## src/rtl/window_gen.sv

```systemverilog
// 3x3 sliding-window generator: two line buffers plus a three-column shift window.
// Emits one strobe per window that lies fully inside the image.
module window_gen #(
  parameter int IMG_WIDTH  = 16,
  parameter int IMG_HEIGHT = 16,
  parameter int PIX_W      = 8,
  localparam int RW = $clog2(IMG_HEIGHT),
  localparam int CW = $clog2(IMG_WIDTH)
) (
  input  logic               clk,
  input  logic               resetn,
  input  logic               ena,
  input  logic               sof,
  input  logic               pix_valid,
  input  logic [PIX_W-1:0]   pix_in,
  output logic [9*PIX_W-1:0] win_out,
  output logic               win_valid,
  output logic [RW-1:0]      win_row,
  output logic [CW-1:0]      win_col,
  output logic               eof
);

  // Handshake: a pixel is consumed on every cycle with ena & pix_valid (no ready);
  // win_valid is a single-cycle strobe with no backpressure from the consumer.
  logic [PIX_W-1:0] lb0 [IMG_WIDTH];
  logic [PIX_W-1:0] lb1 [IMG_WIDTH];
  logic [PIX_W-1:0] win_q [9];
  logic [PIX_W-1:0] win_d [9];
  logic [RW-1:0]    row_cnt, cur_row;
  logic [CW-1:0]    col_cnt, cur_col;
  logic             accept, full, last_row, last_col;
  logic [PIX_W-1:0] top, mid;

  // sof forces the pixel accepted in the same cycle to be (0,0).
  always_comb begin
    accept   = ena & pix_valid;
    cur_row  = sof ? '0 : row_cnt;
    cur_col  = sof ? '0 : col_cnt;
    top      = lb0[cur_col];
    mid      = lb1[cur_col];
    last_row = (cur_row == RW'(IMG_HEIGHT - 1));
    last_col = (cur_col == CW'(IMG_WIDTH - 1));
    full     = (cur_row >= RW'(2)) && (cur_col >= CW'(2));
    for (int r = 0; r < 3; r++) begin
      win_d[3*r]     = win_q[3*r + 1];
      win_d[3*r + 1] = win_q[3*r + 2];
    end
    win_d[2] = top;
    win_d[5] = mid;
    win_d[8] = pix_in;
  end

  always_ff @(posedge clk or negedge resetn) begin
    if (!resetn) begin
      row_cnt   <= '0;
      col_cnt   <= '0;
      win_out   <= '0;
      win_valid <= 1'b0;
      win_row   <= '0;
      win_col   <= '0;
      eof       <= 1'b0;
      for (int i = 0; i < IMG_WIDTH; i++) begin
        lb0[i] <= '0;
        lb1[i] <= '0;
      end
      for (int k = 0; k < 9; k++) win_q[k] <= '0;
    end else begin
      win_valid <= 1'b0;
      eof       <= 1'b0;
      if (ena) begin
        if (pix_valid) begin
          lb0[cur_col] <= mid;
          lb1[cur_col] <= pix_in;
          for (int k = 0; k < 9; k++) win_q[k] <= win_d[k];
          if (last_col) begin
            col_cnt <= '0;
            row_cnt <= last_row ? '0 : cur_row + RW'(1);
          end else begin
            col_cnt <= cur_col + CW'(1);
            row_cnt <= cur_row;
          end
          // Output register only loads complete windows; stale columns never reach it.
          if (full) begin
            win_valid <= 1'b1;
            win_row   <= cur_row - RW'(1);
            win_col   <= cur_col - CW'(1);
            eof       <= last_row & last_col;
            for (int k = 0; k < 9; k++) win_out[k*PIX_W +: PIX_W] <= win_d[k];
          end
        end else if (sof) begin
          row_cnt <= '0;
          col_cnt <= '0;
        end
      end
    end
  end

endmodule

```

## config.mk

```make
export PLATFORM = sky130hd
export DESIGN_NAME = window_gen
export DESIGN_NICKNAME = d
export VERILOG_FILES = /design/src/rtl/window_gen.sv
export SDC_FILE = /design/constraint.sdc
export NUM_CORES = 1
export LEC_CHECK = 0
export ABC_AREA = 0
export CAP_MARGIN = 15
export CORE_UTILIZATION = 40
export DETAILED_ROUTE_END_ITERATION = 8
export GPL_TIMING_DRIVEN = 1
export MAX_ROUTING_LAYER = met4
export PLACE_DENSITY_LB_ADDON = 0.1
export REMOVE_ABC_BUFFERS = 1
export SLEW_MARGIN = 20
export SYNTH_ARGS = -nofsm -noshare
export SYNTH_HDL_FRONTEND = slang
export SYNTH_SLANG_ARGS = --single-unit
```

## constraint.sdc

```tcl
create_clock -name clk -period 4.3 [get_ports clk]
set_input_delay 0.86 -clock clk [delete_from_list [all_inputs] [get_ports clk]]
set_output_delay 0.86 -clock clk [all_outputs]
set_load 0.01 [all_outputs]
```

# Yosys cells after proc, flatten, opt, wreduce, memory -nomap -nowiden
# Cells that the tools add are included.
[classes]
add_sub_neg = 4
n_lt_le_gt_ge = 4
eq_ne = 2
n_mux = 23
bitwise_logic = 2
n_reduce_logical = 4
[ops]
columns = ["operator", "count"]
rows = [
  ["128-bit bitwise mux", 2],
  ["8-bit binary-select mux with 4-bit select", 2],
  ["8-bit 2-to-1 mux", 5],
  ["8-bit demux with 4-bit select", 1],
  ["4-bit 2-to-1 mux", 7],
  ["4-bit by 1-bit adder with 4-bit output, second input constant", 2],
  ["4-bit == test, second input constant", 2],
  ["4-bit by 2-bit greater-or-equal comparator with 1-bit output, second input constant", 2],
  ["4-bit by 1-bit subtractor with 4-bit output, second input constant", 2],
  ["1-bit 2-to-1 mux", 6],
  ["5-bit greater-or-equal comparator, second input constant", 1],
  ["5-bit by 1-bit < comparator with 1-bit output, second input constant", 1],
  ["4-bit NOT with 5-bit output", 1],
  ["3-bit AND reduction", 1],
  ["1-bit logical AND", 2],
  ["2-bit AND reduction", 1],
  ["1-bit bitwise AND", 1],
]
[totals]
reg_bits = 394
out_inout_bits = 82
word_cells = 84

# Logic depth before layout (Yosys ltp)
# Gate-level depths: netlist (run 1).
[depth]
depth_word = 7
depth_mapped = 13

# Worst setup path after synthesis (run 1)
# No wires, ideal clock.
[synth_path]
kind = "input to register"
from = "input sof"
to = "register win_out[70]"
setup_time_ns = 0.117
t_arrival_ns = 2.750
required_time_ns = 4.183
slack_ns = 1.433
cell_stages = 13
path_buffers = 7
path_cell_list = "buf_2 > buf_2 > buf_2 > buf_2 > buf_2 > nor2b_1 > ha_1 > o221ai_1 > inv_2 > buf_2 > buf_2 > nand2_1 > nand2_1"
[synth_between]
elab_chain_len = 4
word_cells_on_any_way = 6
classes_between = "order compare (2); mux (2); reduce/logical (2)"
[synth_lines]
columns = ["element", "line_no", "text"]
rows = [
  ["start, declared", "13", "input logic sof,"],
  ["4-bit 2-to-1 mux", "n/a", ""],
  ["4-bit by 2-bit greater-or-equal comparator with 1-bit output", "43", "full = (cur_row >= RW'(2)) && (cur_col >= CW'(2));"],
  ["1-bit logical AND *", "43", ""],
  ["3-bit AND reduction (no source line) *", "n/a", ""],
  ["end signal, assigned", "57", "win_out <= '0;"],
  ["end, declared", "16", "output logic [9*PIX_W-1:0] win_out,"],
]
# Every way passes the cells marked *; elsewhere a longest branch is shown, timed or not.
# A chain may end at the register's enable or synchronous reset.

# Worst setup path after layout (run 1)
[layout_path]
from = "register col_cnt[1]"
to = "register lb0[32] in the netlist's numbering"
[layout_between]
elab_chain_len = 7
word_cells_on_any_way = 11
classes_between = "order compare (2); mux (7); bitwise (1); reduce/logical (1)"
[layout_lines]
columns = ["element", "line_no", "text"]
rows = [
  ["start, declared", "30", "logic [CW-1:0] col_cnt, cur_col;"],
  ["start signal, assigned", "79", "col_cnt <= cur_col + CW'(1);"],
  ["4-bit 2-to-1 mux *", "n/a", ""],
  ["4-bit NOT with 5-bit output (not written as such) *", "40, 72", ""],
  ["5-bit greater-or-equal comparator (not written as such) or 5-bit by 1-bit < comparator with 1-bit output (tied branches)", "72", "lb0[cur_col] <= mid;"],
  ["1-bit logical AND (not written as such)", "72", ""],
  ["8-bit 2-to-1 mux (not written as such)", "72", ""],
  ["8-bit demux with 4-bit select", "72", ""],
  ["128-bit bitwise mux *", "72", ""],
  ["end signal, assigned by index", "72", ""],
  ["end, declared", "25", "logic [PIX_W-1:0] lb0 [IMG_WIDTH];"],
]
# Every way passes the cells marked *; elsewhere a longest branch is shown, timed or not. The select of a mux whose other input is x is not followed.

==> results of run 1 <==
sequential cells by signal, summed over array words and instances, names as in the netlist:
signal and flops:
col_cnt 4, eof 1, lb0 128, lb1 128, row_cnt 4, win_col 4, win_d 48, win_out 72
win_row 4, win_valid 1
cell usage after synthesis (all sizes together) (2+ instances only):
| library cell | n | area [µm²] |
|---|---|---|
| a211oi | 5 | 47.5 |
| a21oi | 84 | 420 |
| a221o | 2 | 20.0 |
| a221oi | 18 | 170 |
| a22o | 3 | 26.3 |
| a22oi | 8 | 65.1 |
| a311oi | 3 | 26.3 |
| a31oi | 14 | 87.6 |
| a32oi | 4 | 35.0 |
| and3b | 6 | 52.6 |
| buf | 85 | 517 |
| clkbuf | 39 | 146 |
| dfrtp | 394 | 9860 |
| ha | 5 | 62.6 |
| inv | 10 | 37.5 |
| mux2 | 103 | 1160 |
| mux2i | 66 | 661 |
| mux4 | 12 | 270 |
| nand2 | 486 | 1820 |
| nand2b | 6 | 45.0 |
| nand3 | 15 | 80.1 |
| nand3b | 16 | 120 |
| nand4 | 3 | 18.8 |
| nor2 | 109 | 429 |
| nor2b | 16 | 100 |
| nor3 | 7 | 40.0 |
| nor4 | 7 | 80.1 |
| nor4b | 2 | 32.5 |
| o21ai | 109 | 546 |
| o21bai | 2 | 18.8 |
| o221ai | 3 | 26.3 |
| o22ai | 9 | 56.3 |
| xor2 | 3 | 26.3 |
cells by family after synthesis:
family / after synthesis
compound gates: 276
mux: 181
simple gates: 684
flops: 394
xor+xnor: 4
fa+ha+maj: 5
buf+inv: 135
cell type report:
type | instances | area, µm² | share of cell area, %
sequential | 394 | 9860 | 48.6
multi-input combinational | 1150 | 6790 | 33.5
timing repair buffer | 144 | 1400 | 6.92
clock buffer | 73 | 1390 | 6.87
tap | 577 | 722 | 3.56
clock inverter | 8 | 72.6 | 0.358
inverter | 11 | 41.3 | 0.204
metrics by stage:
step                      util, %  setup WS [ns]
after CTS                    47.9          0.788
after floorplan                 -          -2.68
after detailed placement     44.5          0.679
after global routing         47.9          0.552
final                        47.9          0.780
after global placement       44.5          0.788
worst max path at each step:
stage                           from  slack [ns]     endpoint  cells past startpoint
after global placement           sof        0.79      lb0[35]                      9
after detailed placement         sof        0.68      lb0[36]                      9
after CTS                 col_cnt[1]        0.79      lb0[33]                      8
after global routing      col_cnt[1]        0.55      lb0[39]                      8
final                     col_cnt[1]        0.78      lb0[32]                      8
after floorplan           col_cnt[1]       -2.68  win_out[16]                      5
worst max-delay path, stage by stage (launching register included):
cell and delay [ns]:
sky130_fd_sc_hd__dfrtp_2 0.78, sky130_fd_sc_hd__nand2b_1 0.52, sky130_fd_sc_hd__inv_2 0.31, sky130_fd_sc_hd__ha_1 0.30, sky130_fd_sc_hd__nand3_1 0.25, sky130_fd_sc_hd__nor2_2 0.76, sky130_fd_sc_hd__buf_4 0.33, sky130_fd_sc_hd__nor2_1 0.06
sky130_fd_sc_hd__a21oi_1 0.11
per-layer routing:
layer	share of wire [%]	GRT usage (%)	up-vias	wire, µm
met3	4.7	3.68	80	2250
met2	45	33.9	282	21400
met5	0	-	-	0
li1	-	-	5821	-
met4	2.8	8.00	0	1370
met1	48	32.9	6117	23000
power by group through the flow:
stage	logic, W	registers [W]	clock network [W]
after floorplan	0.000598	0.00430	0
after global routing	0.00116	0.00431	0.00404
final	0.00104	0.00427	0.00378
after global placement	0.00104	0.00432	0
after detailed placement	0.00105	0.00433	0
after CTS	0.00106	0.00427	0.00388
==> summary.txt, run 1 <==
Clock tree
  – Deepest level of the CTS H-tree: 2
  – CTS Hold Buffers Added: 0
  – CTS Root Buffer Type: sky130_fd_sc_hd__clkbuf_16
  – CTS Buf Count: 45
  – TritonCTS clock tree: done
  – Clock network latency to the later pin of the worst-skew pair: 0.57 ns
  – Clock Tree Buf Depth: 3
  – Post-cts gate resize count: 0
  – Setup Buffers After CTS: 0
  – Clock slew at the register clock pins of the worst setup and hold paths: 0.06 ns
  – Clock Sink Count: 394

Final layout
  – Area of all placed cells without fillers: 20300 µm²
  – Finished Layout Cells: 2357
  – Commonest cells after routing, fill and taps aside: 485 x sky130_fd_sc_hd__nand2_1, 392 x sky130_fd_sc_hd__dfrtp_1, 103 x sky130_fd_sc_hd__mux2_2, 99 x sky130_fd_sc_hd__nor2_1, 95 x sky130_fd_sc_hd__o21ai_0
  – Number of nets at the end of the flow: 1764
  – Fraction of layout cells with a size suffix above 1: 14.9%
  – Number of diodes added for antenna fixing: 0
  – Number of fillers in the final layout: 3934
  – Most common library cell in the layout ignoring fill and taps: sky130_fd_sc_hd__nand2_1
  – Layout overhead on the synthesized area: 17.1%

STA
  – Setup repair after global routing missed its margin: no
  – Final hold violation count: 0
  – Max Slew Vio Count: 0
  – Transition time of the tightest slew-check pin: 1.00 ns
  – Clock Skews: 0.0274 ns
  – Worst rel slew slack: 33.0%
  – Tightest hold margin: 0.237 ns
  – Maximum achievable frequency: 284 MHz
  – Fin crit period: 3.52 ns
  – Final critical-path share of the clock period: 81.9%
  – Finish-stage setup viols: 0
  – Sum of negative setup slack: 0 ns

GRT
  – Largest net degree at the start of global routing: 92
  – Gr usage total: 23.2%
  – Wire length of the first global-routing pass: 75.9 mm
  – Vias in the first global route: 12315
  – Remaining global-route overflow: 0
  – Number of antenna violations at the first check in global routing: 0

Synthesis
  – Sequential fraction of the synthesis area: 56.9%
  – Number of enable flip-flop cells after synthesis: 0
  – Number of standard cells after synthesis: 1679
  – Synthesized area divided by synthesized cell count: 10.3 µm²
  – Total standard cell area after synthesis: 17300 µm²
  – Share of cell area taken by muxes after synthesis: 12.1%
  – Largest family of logic cells by synthesized area: simple AND/OR/NAND/NOR gates
  – Synthesized-area fraction occupied by ao, oa, aoi and oai cells: 9.55%
  – Synthesis-stage register bit count: 394
  – Synth Area in Simple Gates: 16.8%
  – Adder-Cell Fraction of Synth Area: 0.361%
  – Unique cell type count in the Yosys netlist: 75
  – Share of async-settable or async-resettable flops after synthesis: 100%
  – Predominant post-synthesis flop cell: sky130_fd_sc_hd__dfrtp_1
  – YS warnings: 0
  – Xor/xnor cell area share of the yosys netlist: 0.202%

Floorplanning
  – Floorplan die width: 210 µm
  – Core Area: 42300 µm²
  – Die ar.: 44200 µm²
  – Number of cell rows: 75
  – Y dimension of the die: 210 µm
  – Starting Density: 40.9%
  – Ports: 95

Power and ir drop
  – Combinational share of power: 11.5%
  – Total net switching power: 0.00240 W
  – Worst IR drop on VDD: 0.000252 V
  – Internal Dissipation: 0.00670 W
  – Sw frac: 26.4%
  – Sequential cell fraction of total power: 46.9%
  – Overall power after layout: 0.00910 W
  – LEAKAGE: 9.63 nW
  – Power Dens Cells: 449 nW/µm²
  – Proportion of power drawn by the clock network: 41.6%

Place
  – Hpwl dp: 31.0 mm
  – Instance area after placement: 18800 µm²
  – Total of buffers placed on input and output ports: 94
  – Placer congestion estimate: 0.859
  – Inst Count DP: 2276

Worst setup path
  – Setup crit start kind: register
  – Crit path required time: 4.79 ns
  – Crit path max fanout: 27
  – Launching point of the worst reg2reg path: col_cnt[1]
  – Setup slack, reg-to-reg: 0.78 ns
  – Terminus of the critical flop-to-flop path: lb0[32]
  – Kind of end point of the critical path: register
  – Path type of the worst setup path: reg -> reg
  – Worst Reg-to-Reg Cells: 8
  – Crit path DAT: 4.01 ns

Run
  – Reported max-cap violation count: 0

Detailed routing
  – Post-detailed-route wirelength per cell: 20.4 µm
  – Via count: 12300
  – Total detailed-routing wirelength: 48.0 mm
  – Avg Vias per Cell: 5.22
  – First DRT Iteration DRCs: 860
  – DRC violation count after routing: 0
  – Initial DRT Pass Iterations: 5
  – Number of routed nets with antenna violations: 0

Status
  – Status: finished clean

Min path
  – Class of the tightest hold or removal check: in -> async
(Power assumes the default switching activity.)
==> run 2, diff against run 1 <==
clock period = 3.4 ns   (was 4.3 ns; I/O delays follow)
==> run 2 against run 1 <==
Clock skew grew 0.0030 ns. Wire length increased by 2.4%. Critical path type unchanged. Count of clock-buffer cells in the layout shrank 4. Power is 27% higher.
==> summary.txt, run 2 (synthesis gave the netlist of run 1 again) <==
Worst setup path
  – Cell-by-cell trace of the critical path: buf_4, o21bai_2, o21ai_0, a311oi_1, nor4_4, buf_12, o21ai_0
  – Crit path max fanout: 18
  – Top cell by count, worst path: sky130_fd_sc_hd__o21ai_0
  – Kind of end point of the critical path: register
  – Crit path DAT: 3.19 ns
  – Setup crit start kind: register
  – Count of buffering cells on the critical path with inverters included: 2
  – Delay-heaviest family, CP: compound AO/OA/AOI/OAI gates
  – Library cell contributing the largest single delay on the critical path: sky130_fd_sc_hd__o21bai_2
  – Delay of the slowest cell on the worst path: 0.72 ns
  – Crit path required time: 3.89 ns
  – Path type of the worst setup path: reg -> reg

Clock tree
  – Setup Buffers After CTS: 0
  – CTS Buf Count: 44
  – Clock network latency to the later pin of the worst-skew pair: 0.59 ns
  – Clock Tree Buf Depth: 3
  – Post-cts gate resize count: 0
  – Clock slew at the register clock pins of the worst setup and hold paths: 0.06 ns
  – CTS Hold Buffers Added: 0
  – TritonCTS clock tree: done
  – Deepest level of the CTS H-tree: 2
  – CTS Root Buffer Type: sky130_fd_sc_hd__clkbuf_16
  – Clock Sink Count: 394

Final layout
  – Most common library cell in the layout ignoring fill and taps: sky130_fd_sc_hd__nand2_1
  – Number of nets at the end of the flow: 1794
  – Finished Layout Cells: 2388
  – Number of fillers in the final layout: 3960
  – Fraction of layout cells with a size suffix above 1: 16.4%
  – Commonest cells after routing, fill and taps aside: 485 x sky130_fd_sc_hd__nand2_1, 392 x sky130_fd_sc_hd__dfrtp_1, 103 x sky130_fd_sc_hd__mux2_2, 99 x sky130_fd_sc_hd__nor2_1, 95 x sky130_fd_sc_hd__o21ai_0
  – Layout overhead on the synthesized area: 19.0%
  – Largest registers: lb0 x128, lb1 x128, win_out x72
  – Area of all placed cells without fillers: 20600 µm²

Power and ir drop
  – Internal Dissipation: 0.00847 W
  – Total net switching power: 0.00306 W
  – Sequential cell fraction of total power: 46.3%
  – Combinational share of power: 12.2%
  – Sw frac: 26.5%
  – LEAKAGE: 9.80 nW
  – Power Dens Cells: 560 nW/µm²
  – Worst IR drop on VDD: 0.000367 V
  – Proportion of power drawn by the clock network: 41.5%

Place
  – Instance area after placement: 19200 µm²
  – Placer congestion estimate: 0.842
  – Hpwl dp: 31.6 mm
  – Worst slack at placement: 0.355 ns
  – Inst Count DP: 2307
  – Total of buffers placed on input and output ports: 94

GRT
  – Vias in the first global route: 12372
  – Largest net degree at the start of global routing: 84
  – Wire length of the first global-routing pass: 77.3 mm
  – Remaining global-route overflow: 0
  – Number of antenna violations at the first check in global routing: 1
  – Gr usage total: 23.8%

Detailed routing
  – Initial DRT Pass Iterations: 5
  – First DRT Iteration DRCs: 889
  – DRC violation count after routing: 0
  – Avg Vias per Cell: 5.24
  – Via count: 12506
  – Number of routed nets with antenna violations: 0
  – Total detailed-routing wirelength: 49.2 mm
  – Post-detailed-route wirelength per cell: 20.6 µm

STA
  – Worst Setup Slack, final: 0.694 ns
  – Setup repair after global routing missed its margin: no
  – Final critical-path share of the clock period: 79.6%
  – Finish-stage setup viols: 0
  – Final hold violation count: 0
  – Worst rel slew slack: 24.2%
  – Maximum achievable frequency: 369 MHz
  – Fin crit period: 2.71 ns
  – Clock Skews: 0.0304 ns
  – Sum of negative setup slack: 0 ns
  – Max Slew Vio Count: 0
  – Transition time of the tightest slew-check pin: 1.14 ns

Floorplanning
  – Die ar.: 44200 µm²
  – Ports: 95
  – Floorplan die width: 210 µm
  – Y dimension of the die: 210 µm
  – Starting Density: 40.9%
  – Number of cell rows: 75
  – Core Area: 42300 µm²

Min path
  – Class of the tightest hold or removal check: in -> async

Run
  – Reported max-cap violation count: 0

Status
  – Status: finished clean
-- run 2: stage by stage --
step	utilization (%)	hold WS (ns)	total power (W)
final	48.7	0.0932	0.0115
after global routing	48.7	0.126	0.0120
after CTS	48.7	0.107	0.0117
after detailed placement	45.3	0.450	0.00685
after global placement	45.3	0.452	0.00681
after floorplan	-	0.384	0.00620
-- run 2: layout make-up --
cell class	instances	area, µm²	share of cell area [%]
timing repair buffer	175	1740	8.43
sequential	394	9860	47.9
clock buffer	69	1320	6.38
inverter	11	41.3	0.200
multi-input combinational	1150	6790	32.9
antenna	1	2.50	0.0121
clock inverter	11	143	0.692
tap	577	722	3.50
-- run 2: final timing paths --
kind / startpoint / cells after the start / to / slack, ns
hold reg to reg: win_d[46] / 2 / win_out[30] / 0.46
setup / recovery: col_cnt[2] / 7 / lb0[83] / 0.69
min in group clk: win_d[46] / 2 / win_out[30] / 0.46
max in group asynchronous: resetn / 2 / lb1[19] / 2.49
setup reg to reg: col_cnt[2] / 7 / lb0[83] / 0.69
hold / removal: resetn / 1 / lb1[85] / 0.09
-- run 2: layer usage --
layer  wire [µm]  share of wire (%)  track usage (%)
met1       23500                 48             33.6
met2       22600                 46             36.0
met3        2160                4.4             3.80
met4         885                1.8             5.51
met5           0                  0                -
-- run 2: worst register-to-register path: stages, from the launching register on --
cell and delay, ns:
sky130_fd_sc_hd__dfrtp_1 0.44, sky130_fd_sc_hd__buf_4 0.24, sky130_fd_sc_hd__o21bai_2 0.73, sky130_fd_sc_hd__o21ai_0 0.21
sky130_fd_sc_hd__a311oi_1 0.52, sky130_fd_sc_hd__nor4_4 0.12, sky130_fd_sc_hd__buf_12 0.18, sky130_fd_sc_hd__o21ai_0 0.19
-- run 2: power by group through the flow --
stage	clock [W]	combinational [W]	sequential, W
after global routing	0.00507	0.00157	0.00540
after global placement	0	0.00140	0.00541
after CTS	0.00490	0.00142	0.00534
final	0.00478	0.00141	0.00534
after floorplan	0	0.000756	0.00544
after detailed placement	0	0.00142	0.00543
